--- config.mk ---
export PLATFORM = sky130hd
export DESIGN_NAME = counter_rr_scheduler_flat
export DESIGN_NICKNAME = d
export VERILOG_FILES = /design/src/rtl/counter_rr_scheduler_if.sv /design/src/rtl/counter_rr_scheduler.sv /design/src/flat_wrapper.sv
export SDC_FILE = /design/constraint.sdc
export NUM_CORES = 1
export LEC_CHECK = 0
export BUFFER_PORTS_ARGS = -buffer_cell sky130_fd_sc_hd__buf_2
export CORE_ASPECT_RATIO = 1.5
export CORE_MARGIN = 3
export CORE_UTILIZATION = 38
export DETAILED_ROUTE_END_ITERATION = 7
export SKIP_LAST_GASP = 1
export SYNTH_ARGS = -nofsm -noshare
export SYNTH_HDL_FRONTEND = slang
export SYNTH_SLANG_ARGS = --single-unit
--- constraint.sdc ---
create_clock -name clk -period 2 [get_ports clk]
set_input_delay 0.4 -clock clk [delete_from_list [all_inputs] [get_ports clk]]
set_output_delay 0.4 -clock clk [all_outputs]
set_load 0.1 [all_outputs]
--- src/rtl/counter_rr_scheduler_if.sv ---
// rtl/counter_rr_scheduler_if.sv - requester/scheduler bus for the shared interval counter
interface counter_rr_scheduler_if #(
  parameter int WIDTH = 4,
  parameter int NREQ  = 4
);
  logic [NREQ-1:0]       req;
  logic [NREQ*WIDTH-1:0] len;
  logic [NREQ-1:0]       grant;
  logic [WIDTH-1:0]      binary;
  logic [NREQ-1:0]       done;
  logic                  busy;

  modport master (
    output req, len,
    input  grant, binary, done, busy
  );

  modport slave (
    input  req, len,
    output grant, binary, done, busy
  );
endinterface

--- src/rtl/counter_rr_scheduler.sv ---
// rtl/counter_rr_scheduler.sv - round-robin owner of one up-counter timing len+1 tick intervals
// Define CNT_SCHED_FIXED_PRIO_EN for fixed lowest-index-first arbitration instead of round-robin.
module counter_rr_scheduler #(
  parameter int WIDTH = 4,
  parameter int NREQ  = 4
) (
  input logic                   clk,
  input logic                   reset,
  counter_rr_scheduler_if.slave bus
);
  localparam int IW = (NREQ > 1) ? $clog2(NREQ) : 1;

  typedef enum logic {IDLE, RUN} state_t;

  state_t           state_q, state_d;
  logic [NREQ-1:0]  grant_q, grant_d;
  logic [NREQ-1:0]  done_q, done_d;
  logic [WIDTH-1:0] binary_q, binary_d;
  logic [WIDTH-1:0] len_q, len_d;
  logic             busy_q, busy_d;
  logic [IW-1:0]    idx_q, idx_d;
  logic [IW-1:0]    ptr_q, ptr_d;

  logic             pick_valid;
  logic [IW-1:0]    pick_idx;

  // Descending scan so the last hit kept is the highest-priority candidate.
  always_comb begin
    pick_valid = 1'b0;
    pick_idx   = '0;
`ifdef CNT_SCHED_FIXED_PRIO_EN
    for (int i = NREQ - 1; i >= 0; i--) begin
      if (bus.req[i]) begin
        pick_valid = 1'b1;
        pick_idx   = IW'(i);
      end
    end
`else
    for (int off = NREQ; off >= 1; off--) begin
      if (bus.req[(int'(ptr_q) + off) % NREQ]) begin
        pick_valid = 1'b1;
        pick_idx   = IW'((int'(ptr_q) + off) % NREQ);
      end
    end
`endif
  end

  always_comb begin
    state_d  = state_q;
    grant_d  = grant_q;
    binary_d = binary_q;
    len_d    = len_q;
    busy_d   = busy_q;
    idx_d    = idx_q;
    ptr_d    = ptr_q;
    done_d   = '0;
    case (state_q)
      IDLE: begin
        grant_d  = '0;
        binary_d = '0;
        busy_d   = 1'b0;
        if (pick_valid) begin
          state_d  = RUN;
          grant_d  = NREQ'(1) << pick_idx;
          busy_d   = 1'b1;
          idx_d    = pick_idx;
          len_d    = bus.len[int'(pick_idx)*WIDTH +: WIDTH];
        end
      end
      RUN: begin
        // A dropped request outranks completion: abort never pulses done.
        if (!bus.req[idx_q]) begin
          state_d  = IDLE;
          grant_d  = '0;
          binary_d = '0;
          busy_d   = 1'b0;
          ptr_d    = idx_q;
        end else if (binary_q == len_q) begin
          state_d  = IDLE;
          grant_d  = '0;
          binary_d = '0;
          busy_d   = 1'b0;
          done_d   = NREQ'(1) << idx_q;
          ptr_d    = idx_q;
        end else begin
          binary_d = binary_q + 1'b1;
        end
      end
    endcase
  end

  always_ff @(posedge clk) begin
    if (reset) begin
      state_q  <= IDLE;
      grant_q  <= '0;
      binary_q <= '0;
      len_q    <= '0;
      busy_q   <= 1'b0;
      done_q   <= '0;
      idx_q    <= '0;
      ptr_q    <= IW'(NREQ - 1);
    end else begin
      state_q  <= state_d;
      grant_q  <= grant_d;
      binary_q <= binary_d;
      len_q    <= len_d;
      busy_q   <= busy_d;
      done_q   <= done_d;
      idx_q    <= idx_d;
      ptr_q    <= ptr_d;
    end
  end

  assign bus.grant  = grant_q;
  assign bus.binary = binary_q;
  assign bus.done   = done_q;
  assign bus.busy   = busy_q;
endmodule

--- src/flat_wrapper.sv ---
// flat-port wrapper written by rule: the top's interface ports become plain ports
module counter_rr_scheduler_flat 
#(
  parameter int WIDTH = 4,
  parameter int NREQ  = 4
)
  (clk, reset, bus_req, bus_len, bus_grant, bus_binary, bus_done, bus_busy);
  counter_rr_scheduler_if #(.WIDTH(WIDTH), .NREQ(NREQ)) bus_i ();
  input logic clk;
  input logic reset;
  input wire logic [$bits(bus_i.req)-1:0] bus_req;
  input wire logic [$bits(bus_i.len)-1:0] bus_len;
  output wire logic [$bits(bus_i.grant)-1:0] bus_grant;
  output wire logic [$bits(bus_i.binary)-1:0] bus_binary;
  output wire logic [$bits(bus_i.done)-1:0] bus_done;
  output wire logic [$bits(bus_i.busy)-1:0] bus_busy;
  assign bus_i.req = bus_req;
  assign bus_i.len = bus_len;
  assign bus_grant = bus_i.grant;
  assign bus_binary = bus_i.binary;
  assign bus_done = bus_i.done;
  assign bus_busy = bus_i.busy;
  counter_rr_scheduler #(.WIDTH(WIDTH), .NREQ(NREQ)) u_core (.clk(clk), .reset(reset), .bus(bus_i));
endmodule
* After elaboration in Yosys (flattened, before gate mapping)
Index checks and enable logic that the tools add are counted.
** Word-level totals
- Bits in registers :: 22
- Input port bits :: 22
- Output and inout bits :: 13
- Logic and storage cells :: 76
** Operators by class
- Add/subtract/negate cells :: 5
- $lt $le $gt $ge :: 5
- Equality and inequality tests :: 3
- Shift-type cells :: 3
- Muxes and demuxes :: 38
- Bitwise operators :: 7
- Reduce and logical (&&, ||, !) cells :: 7
** Operator list (number)
- $mux W4 :: 5
- $mux W1 :: 18
- $lt A3 B4 Y1 const B :: 4
- $pmux W4 S2 :: 2
- $shiftx A16 B5 Y4 :: 1
- $mux W2 :: 6
- $bmux W1 S2 :: 5
- $reduce_or A2 Y1 :: 4
- $shl A1 B2 Y4 const A :: 2
- $add A2 B1 Y2 const B :: 2
- $add A2 B2 Y2 const B :: 2
- $add A4 B1 Y4 const B :: 1
- $and A1 B1 Y1 const A :: 4
- $eq A4 B4 Y1 :: 1
- $pmux W1 S2 :: 2
- $reduce_and A2 Y1 :: 2
- $reduce_or A4 Y1 :: 1
- $lt A2 B3 Y1 const B :: 1
- $ne A3 B3 Y1 const B :: 1
- $not A1 Y1 :: 3
- $ne A2 B2 Y1 const B :: 1

* Longest topological paths before layout
Gate-level depths: netlist (run 1).
- Word-level depth :: 13
- Mapped depth :: 6
- Depth with buffers taken out :: 5

* Worst setup path after synthesis (run 1)
OpenSTA, ideal clock, no wires.
- Path kind :: register -> register
- From :: reg u_core.binary_q[0] (netlist: u_core.bus.binary[0])
- To :: reg u_core.ptr_q[1]
- Library setup time :: 0.121 ns
- Arrival time :: 1.861 ns
- Required time :: 1.879 ns
- Slack :: 0.018 ns
- Stages on the path, launching flop included :: 6
- Path buffers :: 0
- Clock period less this slack :: 1.982 ns
- Cells stage by stage :: dfxtp_1 -> xnor2_1 -> nand4_1 -> a21boi_1 -> mux2i_1 -> nand2_1
** On the way
- Longest elaborated chain between the ends :: 3
** RTL lines
- start: declaration :: RTL line counter_rr_scheduler.sv:18 : logic [WIDTH-1:0] binary_q, binary_d;
- start signal: assignment :: RTL line counter_rr_scheduler.sv:105 : binary_q <= binary_d;
- $eq A4 B4 Y1 :: RTL line counter_rr_scheduler.sv:78 : end else if (binary_q == len_q) begin
- $ne A2 B2 Y1 (no source line)
- $reduce_and A2 Y1 (no source line)
- end signal: assignment :: RTL line counter_rr_scheduler.sv:101 : ptr_q <= IW'(NREQ - 1);
- end signal: assignment :: RTL line counter_rr_scheduler.sv:110 : ptr_q <= ptr_d;
- end: declaration :: RTL line counter_rr_scheduler.sv:22 : logic [IW-1:0] ptr_q, ptr_d;
Every way passes these cells.
A chain may end at the register's enable or synchronous reset.

* Worst setup path in the final report (run 1)
- From :: reg u_core.ptr_q[1]
- To :: reg u_core.len_q[0]
** On the way
- Longest elaborated chain between the ends :: 9
- Elaborated cells between the ends (all ways) :: 26
- Those cells by class :: add/sub: 4; shift: 1; mux: 20; reduce/logical: 1
** RTL lines
- $add A2 B1 Y2 :: RTL line counter_rr_scheduler.sv:40, counter_rr_scheduler.sv:42
- $bmux W1 S2 :: RTL line counter_rr_scheduler.sv:40 : if (bus.req[(int'(ptr_q) + off) % NREQ]) begin
- $mux W1 (implied by the code) (2 in series) :: RTL line counter_rr_scheduler.sv:40
- $mux W2 or $mux W1 (tied branches) (4 in series) :: RTL line counter_rr_scheduler.sv:40
- $shiftx A16 B5 Y4 or $reduce_and A2 Y1 (tied branches)
- end signal: assignment :: RTL line counter_rr_scheduler.sv:106 : len_q <= len_d;
- end: declaration :: RTL line counter_rr_scheduler.sv:19 : logic [WIDTH-1:0] len_q, len_d;
Several ways; a longest one is shown, not always the timed one. The select of a mux whose other input is x is not followed.

==> run summary, run 1 <==
The max-cap violation count is 0. The count of placed standard cells including taps is between 150 and 200. The number of placement rows is 23. The area overhead of the layout relative to synthesis came out at 27.4%.

TritonCTS built the clock tree. Routed signal wires occupy layers up through met4. The number of routed nets with antenna violations is 0. In this run the mean area of a mapped cell was 9.10 sq um. The signal on the critical path passes through mux2i_1 > o22ai_2 > a211oi_1 > a211oi_1 > a2111oi_2. The cell area power density is approximately 1000 nW/um^2.

The worst pin sits at a relative slew slack of approximately 68%. The number of primary I/O pins came out at 35. The final HPWL from detailed placement came out at ~2.2 mm. The sequential cell area fraction in the yosys report is between 40 and 50%. The maximum number of pins on one net before global-route repair is 14. The endpoint class of the critical path is a flip-flop. The number of enable-type register cells in the synthesized netlist came out at 0. The final critical-path required period came out at about 1800 ps. The slowest stage of the critical path belongs to the cell sky130_fd_sc_hd__dfxtp_1. The number of cells in the finished layout apart from fillers is around 200.

The flow ran to the end, and the final reports show no timing, DRC or antenna violations. The routed design uses ~1.4 mm of met2 wire. The number of setup buffers added after CTS is 0. The total routing usage reported by global routing is about 16%. The sum of negative setup slack came out at 0 ps. The iteration-0 DRC count of the detailed router came out at 22. The final wirelength is between 2 and 3 mm.

The count of clock tree sinks came out at 22. The number of vias in the routed layout came out at 1025. The number of H-tree levels came out at 1. Of all flip-flops after synthesis, the portion carrying an async set or reset was 0%.

The nature of the critical path startpoint is a flip-flop. The largest stage delay on the critical path is roughly 500 ps. The setup slack after placement is 83.3 ps.

Routability-driven placement finished with a final weighted congestion of roughly 0.8. For the worst setup path, the data arrival time is 1950 ps. The actual transition at the worst max-transition pin came out at 487 ps. VDD sags by at most about 0.46 mV. In this run the worst hold path is classified as in -> reg. The number of inserted filler cells in the final layout came out at 288.

The number of buffers inserted during clock tree synthesis came out at 3. Dividing the detail-routed via count by the number of cells gives roughly 5.2. The final-report setup violation count came out at 0. The cell family contributing the most delay on the critical path is compound AO/OA/AOI/OAI gates.

For this run, the leading register cell type out of synthesis is sky130_fd_sc_hd__dfxtp_1. The later-pin clock latency in the skew report is roughly 260 ps. Static timing analysis puts the maximum clock frequency at approximately 560 MHz. The start-to-end type of the worst setup path is reg -> reg. The number of remaining DRC errors came out at 0. The first-pass GRT wire length came out at roughly 4.6 mm. The number of flip-flops and latches in the synthesized netlist is 22. The routed length per instance is 13.4 microns. The CTS clock-pin slew for the worst setup and hold paths is roughly 80 ps. 0 antenna diodes ended up in the layout.

The routed length on met1 came out at ~1000 microns. The clock skew is 1.36 ps. The worst path meets setup with roughly 210 ps of slack. The count of input and output buffers came out at 34. The synthesized netlist cell count is 120.

The number of hold buffers added after CTS was 0. The cell that appears most often on the critical path is sky130_fd_sc_hd__a211oi_1. The count of final hold-check violations came out at 0. The part of the cycle the worst path needs came out at between 80% and 90%. The number of nets in the final layout came out at 183.

The post-route netlist has about 32% of its cells at a drive strength greater than 1. The total buffers and inverters traversed by the critical path came out at 0. The floorplan step defined a die boundary enclosing about 3600 sq um. The maximum fanout count along the critical path is 7.

The total of cells resized after clock tree synthesis is 0. The number of antenna violations at the first check in global routing is 0. The post-synthesis instance area is approximately 1100 sq um. The starting density of the core is 40.4%. Setup repair after global routing left no endpoint under its margin. The met3 layer wire length in the routed design is about 170 microns. The core region is ~2700 sq um.

The clock passes through at most 2 buffers. The chip height came out at ~72 microns. The total count of max-transition violations in the final report came out at 0.

When the netlist entered floorplanning its net count stood at between 100 and 150. During synthesis, Yosys emitted a total of 0 warnings. The global route total overflow came out at 0. The required time at the endpoint of the critical path is roughly 2200 ps. The synthesized netlist contains 35 unique library cells. The first detailed-routing pass took 4 iterations. The master cell of the clock root buffer is sky130_fd_sc_hd__clkbuf_8.

The total leakage power is around 0.63 nW. The overall die width came out at between 40 and 50 microns. The via count of the first global-routing pass is about 1000.
[cells by family (layout without fill, tap and decap cells)]
family                   count (synthesis)  in the layout  synth area share (%)
flip-flops                              22             22                  40.3
multiplexers                             9              9                  9.51
AND/OR/NAND/NOR                         38             38                  16.6
AO/OA/AOI/OAI                           27             27                  21.1
adder cells (fa/ha/maj)                  1              1                  1.15
XOR/XNOR                                 6              6                  4.81
buffers and inverters                   17             56                  6.53
[final timing paths]
check	startpoint	to	slack [ps]	cells after the start
hold reg to reg	u_core.bus.busy	u_core.bus.busy	450	2
hold / removal	reset	u_core.len_q[3]	420	2
setup reg to reg	u_core.ptr_q[1]	u_core.len_q[0]	210	5
setup / recovery	u_core.ptr_q[1]	u_core.len_q[0]	210	5
[per-layer routing]
layer,vias up,GRT usage (%)
li1,503,-
met1,479,17.6
met2,37,30.3
met3,6,2.49
met4,0,8.31
met5,-,0
[area by class of cell]
class	instances	area, sq um	area share [%]
Clock buffer	3	41.3	2.97
Clock inverter	1	30.0	2.16
Inverter	14	52.6	3.78
Multi-Input combinational cell	81	581	41.7
Sequential cell	22	440	31.7
Tap cell	37	46.3	3.33
Timing Repair Buffer	38	200	14.4
[power by group]
part	internal, mW	switching (mW)
logic	0.158	0.292
clock network	0.267	0.149
registers	0.488	0.0465
[cell usage after synthesis (2+ instances only)]
| library cell | number | area share, % |
|---|---|---|
| sky130_fd_sc_hd__o311ai_0 | 2 | 1.6 |
| sky130_fd_sc_hd__nand2_1 | 7 | 2.4 |
| sky130_fd_sc_hd__nand2b_1 | 4 | 2.3 |
| sky130_fd_sc_hd__o22ai_1 | 5 | 2.9 |
| sky130_fd_sc_hd__nand3_1 | 4 | 1.8 |
| sky130_fd_sc_hd__a2111oi_2 | 2 | 2.7 |
| sky130_fd_sc_hd__xnor2_1 | 5 | 4.0 |
| sky130_fd_sc_hd__a21oi_1 | 2 | 0.92 |
| sky130_fd_sc_hd__nor3b_1 | 2 | 1.4 |
| sky130_fd_sc_hd__dfxtp_1 | 22 | 40 |
| sky130_fd_sc_hd__inv_1 | 14 | 4.8 |
| sky130_fd_sc_hd__nor2_1 | 12 | 4.1 |
| sky130_fd_sc_hd__mux2i_1 | 7 | 6.4 |
| sky130_fd_sc_hd__nor3_1 | 5 | 2.3 |
| sky130_fd_sc_hd__clkbuf_1 | 2 | 0.69 |
| sky130_fd_sc_hd__o221ai_1 | 2 | 1.6 |
| sky130_fd_sc_hd__a211oi_1 | 5 | 3.4 |
[state kept, by name (all words and copies together) (netlist names)]
register / cells
u_core.bus.binary: 4
u_core.bus.busy: 1
u_core.bus.done: 4
u_core.bus.grant: 4
u_core.idx_q: 2
u_core.len_q: 4
u_core.ptr_q: 2
u_core.state_q: 1
[cell usage in the layout (no fill, tap or decap), types with 2 or more instances in the layout]
master	count
sky130_fd_sc_hd__nand2_1	7
sky130_fd_sc_hd__buf_4	4
sky130_fd_sc_hd__clkbuf_8	3
sky130_fd_sc_hd__buf_2	34
sky130_fd_sc_hd__nor2_1	12
sky130_fd_sc_hd__mux2i_1	7
sky130_fd_sc_hd__a2111oi_2	2
sky130_fd_sc_hd__o221ai_1	2
sky130_fd_sc_hd__nor3b_1	2
sky130_fd_sc_hd__dfxtp_1	22
sky130_fd_sc_hd__nand3_1	4
sky130_fd_sc_hd__inv_1	14
sky130_fd_sc_hd__xnor2_1	5
sky130_fd_sc_hd__a211oi_1	5
sky130_fd_sc_hd__nand2b_1	4
sky130_fd_sc_hd__o311ai_0	2
sky130_fd_sc_hd__a21oi_1	2
sky130_fd_sc_hd__o22ai_1	5
sky130_fd_sc_hd__nor3_1	5
[per-stage QoR]
stage	area [sq um]	hold WS, ps	util (%)	total power, mW
after floorplan	1090	475	-	0.887
after global placement	1320	436	48.8	0.988
after detailed placement	1320	445	48.8	0.996
after CTS	1390	422	51.4	1.41
after global routing	1390	437	51.4	1.48
final	1390	421	51.4	1.40
Note: power is estimated with default switching activity, not from simulation.
==> inputs of run 2 (changes only) <==
CORE_MARGIN = 8   (was 3)
CORE_UTILIZATION = 53   (was 38)
PLACE_DENSITY = 0.83   (was default)
clock period = 2.3 ns   (was 2 ns; I/O delays follow)
==> run summary, run 2 (synthesis gave the netlist of run 1 again) <==
The chip height is 71.6 microns. CTS placed an instance of sky130_fd_sc_hd__clkbuf_4 at the clock tree root. The area overhead of the layout relative to synthesis came out at 21.2%. The number of H-tree levels came out at 1. Wires add up to about 2.6 mm. The number of vias in the routed layout came out at 1007.

The utilization after layout is between 60% and 70%. Summed over all layers, the global routing overflow is 0. The top achievable clock speed is roughly 520 MHz. The later-pin clock latency in the skew report came out at about 320 ps. The actual transition at the worst max-transition pin came out at between 400 and 500 ps. The number of gates resized after CTS was 0.

The routed length per instance is 14.9 microns. The number of antenna violations at the first check in global routing was 0. The count of final hold-check violations is 0. The final-report setup violation count is 0. The total count of max-transition violations in the final report is 0.

The final critical-path required period came out at 1920 ps. The number of clock buffers added by TritonCTS is 3. In this run the deepest clock path goes through 2 buffers. The iteration-0 DRC count of the detailed router came out at 34. The antenna diode count is 0. The detailed-route vias per instance came out at 5.69. The final critical path takes up roughly 83% of the cycle. The number of placement rows came out at 20. The number of primary I/O pins is 35.

Clock-pin slew was measured on the worst setup and hold paths at 130 ps. The worst setup slack for register-to-register paths is about 380 ps. The first TritonRoute pass finished after 4 iterations. The die covers about 3800 sq um. The clock skew came out at 4.26 ps. Cells with a size suffix above 1 make up 30.3% of the layout.

The min-delay analysis places its worst path in the category in -> reg. The library cell used most frequently in the layout, excluding fill and tap cells, is sky130_fd_sc_hd__buf_2. STA classifies the critical path startpoint as a flip-flop. The number of buffers inserted by post-CTS setup repair is 0. The overall die width is between 50 and 60 microns.

The clock tree from TritonCTS is yes. The number of routed nets with antenna violations came out at 0. The last weighted congestion value of the routability-driven placer came out at between 0.7 and 0.8. The first-pass GRT wire length is ~4.2 mm.

The via count of the first global-routing pass came out at 1042. For this run, design rule violations remaining after detail routing come to 0. The number of cells in the finished layout apart from fillers is about 180. For this design, the CTS-stage hold fixing added 0 buffers. IR analysis of the VDD net gives a maximum drop of 0.503 mV. In the layout the commonest cells are sky130_fd_sc_hd__buf_2, sky130_fd_sc_hd__dfxtp_1, sky130_fd_sc_hd__inv_1. The cell area power density is around 860 nW/um^2. The starting density of the core is between 50% and 60%. Adding up every negative setup slack in the final design gives 0 ps. For this run, the total global-route usage over all layers was measured as 14.2%. STA puts the critical path data required time at between 2000 and 3000 ps. The count of input and output buffers came out at 34. The maximum fanout count along the critical path came out at 9. Before CTS, the worst setup slack after placement is between 300 and 400 ps. After the last flow step, the layout net total stands at 179. Setup repair after global routing left no endpoint under its margin.

STA classifies the critical path endpoint as a flip-flop. The worst-case headroom to the max-slew limit came out at about two thirds. Entering global routing, the biggest net connects 14 pins. The max-cap violation count came out at 0. The final worst slack came out at ~380 ps.

The flow ran to the end, and the final reports show no timing, DRC or antenna violations. The signal arrival time at the worst endpoint is about 2100 ps. The start-to-end type of the worst setup path is reg -> reg. The final HPWL from detailed placement came out at about 2.1 mm. The floorplan core area is a little under 2000 sq um. The count of clock tree sinks came out at 22. Counting tap cells, the placed design contains a total of between 150 and 200 instances.

The total leakage power is approximately 0.6 nW.
## run 2: critical path, cell delays in order (launching register included)
cell	delay (ps)
sky130_fd_sc_hd__dfxtp_1	500
sky130_fd_sc_hd__mux2i_1	270
sky130_fd_sc_hd__o22ai_2	160
sky130_fd_sc_hd__a21oi_4	330
sky130_fd_sc_hd__mux2i_1	160
sky130_fd_sc_hd__a2111oi_2	390
## run 2: area by class of cell
cell class,count,area (sq um)
fill,173,653
multi-input combinational,81,581
sequential,22,440
timing repair buffer,34,170
inverter,14,52.6
clock inverter,1,30.0
tap,22,27.5
clock buffer,3,22.5
## run 2: power breakdown
part	internal, mW	switching [mW]	total [mW]
combinational	0.124	0.247	0.370
clock	0.176	0.126	0.302
sequential	0.425	0.0443	0.469
total	0.725	0.417	1.14
## run 2: metal layers
layer	share of wire, %	GRT usage [%]
met1	38	13.7
met2	53	25.8
met3	7.0	3.52
met4	1.6	7.32
met5	0	0
## run 2: metrics by stage
| step | instance area [sq um] | hold WS (ps) | power, mW |
|---|---|---|---|
| after floorplan | 1090 | 475 | 0.772 |
| after global placement | 1270 | 439 | 0.836 |
| after detailed placement | 1270 | 445 | 0.847 |
| after CTS | 1320 | 408 | 1.15 |
| after global routing | 1320 | 411 | 1.19 |
| final | 1320 | 424 | 1.14 |
## run 2: worst paths after layout
kind | from | to | cells past startpoint
max | u_core.ptr_q[1] | u_core.len_q[3] | 5
min | reset | u_core.len_q[0] | 2
max reg2reg | u_core.ptr_q[1] | u_core.len_q[3] | 5
min reg2reg | u_core.bus.grant[3] | u_core.bus.grant[3] | 2
==> inputs of run 3 (changes only) <==
CORE_UTILIZATION = 44   (was 53)
PLACE_DENSITY = 0.73   (was 0.83)
clock period = 1.5 ns   (was 2.3 ns; I/O delays follow)
==> run summary, run 3 (synthesis gave the netlist of run 1 again) <==
STA classifies the critical path startpoint as a flip-flop. The actual transition at the worst max-transition pin came out at 488 ps. The maximum vdd drop is 0.864 mV. The number of antenna violations at the first check in global routing came out at 0. The number of routed nets with antenna violations is 0. The antenna diode count came out at 0.

The detailed-routing iteration count for the pre-antenna-repair pass is 4. In this run the critical register-to-register path is launched from u_core.ptr_q[1]. In this run the worst setup path begins at u_core.ptr_q[1]. The detailed-route vias per instance came out at ~5.7. CTS built an H-tree with a depth of 1. In this run the power density over the cells is about 1300 nW/um^2.

The floorplan step defined a die boundary enclosing 4370 sq um. The top cell types in the final layout, fill and taps aside, are sky130_fd_sc_hd__buf_2, sky130_fd_sc_hd__buf_4, sky130_fd_sc_hd__dfxtp_1. At the placement stage, the worst setup path has a slack of -224 ps. The count of final hold-check violations came out at 0. TritonCTS built the clock tree.

Headroom to the max-slew limit came out at between 60% and 70%. The floorplan core area is between 2000 and 2500 sq um. The clock skew is around 3 ps. From left edge to right edge, the die measures 56.7 microns. The area overhead of the layout relative to synthesis came out at 45.5%.

The via count of the first global-routing pass is between 1000 and 1500. After detailed routing, the average wire length per cell comes to ~16 microns. The max-cap violation count is 0.

The smallest clock period supported by the final layout is computed as 1610 ps. The starting density of the core is 45.6%. The number of buffers inserted during clock tree synthesis came out at 3.

Along the worst path, the maximum fanout reaches 8. The start-to-end type of the worst setup path is reg -> reg. The global route total overflow is 0.

The number of remaining DRC errors is 0. The count of placed standard cells including taps came out at 191. The iteration-0 DRC count of the detailed router is 31. The run finished, with violations left. The buffer levels on the longest clock path came out at 2.

The maximum number of pins on one net before global-route repair is 14. The checks that failed: negative setup slack. The chip height came out at between 70 and 80 microns.

In the finished design, the share of the clock period the worst path needs comes to 107%. The number of placement rows came out at 22. Summed over all nets, the switching power comes to ~0.73 mW.

Clock-pin slew was measured on the worst setup and hold paths at approximately 130 ps. The final-report setup violation count came out at 6. The number of nets in the final layout came out at between 150 and 200. The fraction of final layout cells sized beyond drive strength 1 is between 40% and 50%. The later-pin clock latency in the skew report came out at 320 ps. The number of primary I/O pins came out at 35. The kind of path behind the tightest hold check is in -> reg.

The worst hold path startpoint is reset. The required time at the endpoint of the critical path is approximately 1800 ps. The total power came out at approximately 2.0 mW. Across all hold checks on the routed design, the worst slack comes to roughly 270 ps. Leaving out fill and tap cells, the most frequent cell in the layout is sky130_fd_sc_hd__buf_2.

The count of buffers added on input and output ports is 34. STA classifies the critical path endpoint as a flip-flop. The congestion estimate from routability-driven global placement came to about 0.82. The internal power came out at roughly 1.3 mW. The number of cells in the finished layout apart from fillers is ~200. The signal arrival time at the worst endpoint came out at ~1900 ps. The analysis attributes to cell leakage a power of ~0.7 nW. The sum of negative setup slack came out at -369 ps. In this run, the combinational gates consume between 40% and 50% of the power. The first-pass GRT wire length is roughly 4.8 mm. After detailed routing, the total wire length is around 3.1 mm. The total count of max-transition violations in the final report came to 0. In this run the clock root is driven by a sky130_fd_sc_hd__clkbuf_4.

Setup repair after global routing could not meet its margin everywhere. The final HPWL from detailed placement is between 2 and 2.5 mm. The count of clock tree sinks is 22. The top achievable clock speed came out at a little over 600 MHz. The total routing usage reported by global routing came out at a little over an eighth.

The number of vias in the routed layout came out at around 1100. Of the total power, the clock network draws 23.4%. The net switching share of the total power came out at a little over a third. The final worst slack came out at -108 ps. The power share of the sequential group is between 30% and 40%.
-- run 3: path summary, 6_finish.rpt --
| check | end | slack [ps] | depth (start not counted) |
|---|---|---|---|
| max | u_core.len_q[1] | -110 | 6 |
| min | u_core.len_q[0] | 270 | 2 |
| max reg2reg | u_core.len_q[1] | -110 | 6 |
| min reg2reg | u_core.bus.binary[0] | 450 | 1 |
-- run 3: per-stage QoR --
stage	area [sq um]	utilization, %
after CTS	1500	62.4
after detailed placement	1440	60.0
final	1590	66.4
after floorplan	1120	-
after global placement	1440	60.0
after global routing	1590	66.4
-- run 3: timing repair --
item	in CTS	in global routing
hold buffers	0	0
gates cloned	0	0
setup buffers	0	2
pin swaps	1	6
gates resized for setup	3	14
setup endpoints to repair	11	11
-- run 3: metal layers --
metal / share of wire [%] / vias to the layer above / GRT usage [%]
met2: 57 / 38 / 25.0
met5: 0 / - / 0
met4: 1.7 / 0 / 4.35
met1: 34 / 534 / 12.9
li1: - / 537 / -
met3: 6.9 / 6 / 3.46
-- run 3: worst max-delay path, stage by stage (launching register included) --
cell	delay, ps
sky130_fd_sc_hd__dfxtp_4	430
sky130_fd_sc_hd__mux2i_4	260
sky130_fd_sc_hd__o22ai_4	110
sky130_fd_sc_hd__a21oi_4	140
sky130_fd_sc_hd__buf_12	150
sky130_fd_sc_hd__mux2_4	300
sky130_fd_sc_hd__o221ai_2	150
-- run 3: power groups by stage --
stage | Clock (mW) | Combinational, mW | Sequential [mW]
floorplan | 0 | 0.335 | 0.860
global placement | 0 | 0.687 | 0.715
detailed placement | 0 | 0.700 | 0.720
CTS | 0.462 | 0.709 | 0.708
global route | 0.486 | 0.861 | 0.724
finish | 0.465 | 0.811 | 0.715
-- run 3: area by class of cell --
type                       count  area, sq um
sequential                    22          460
inverter                      14         52.6
tap                           24         30.0
multi-input combinational     81          672
clock buffer                   3         22.5
timing repair buffer          52          322
clock inverter                 1         30.0
fill                         199          806
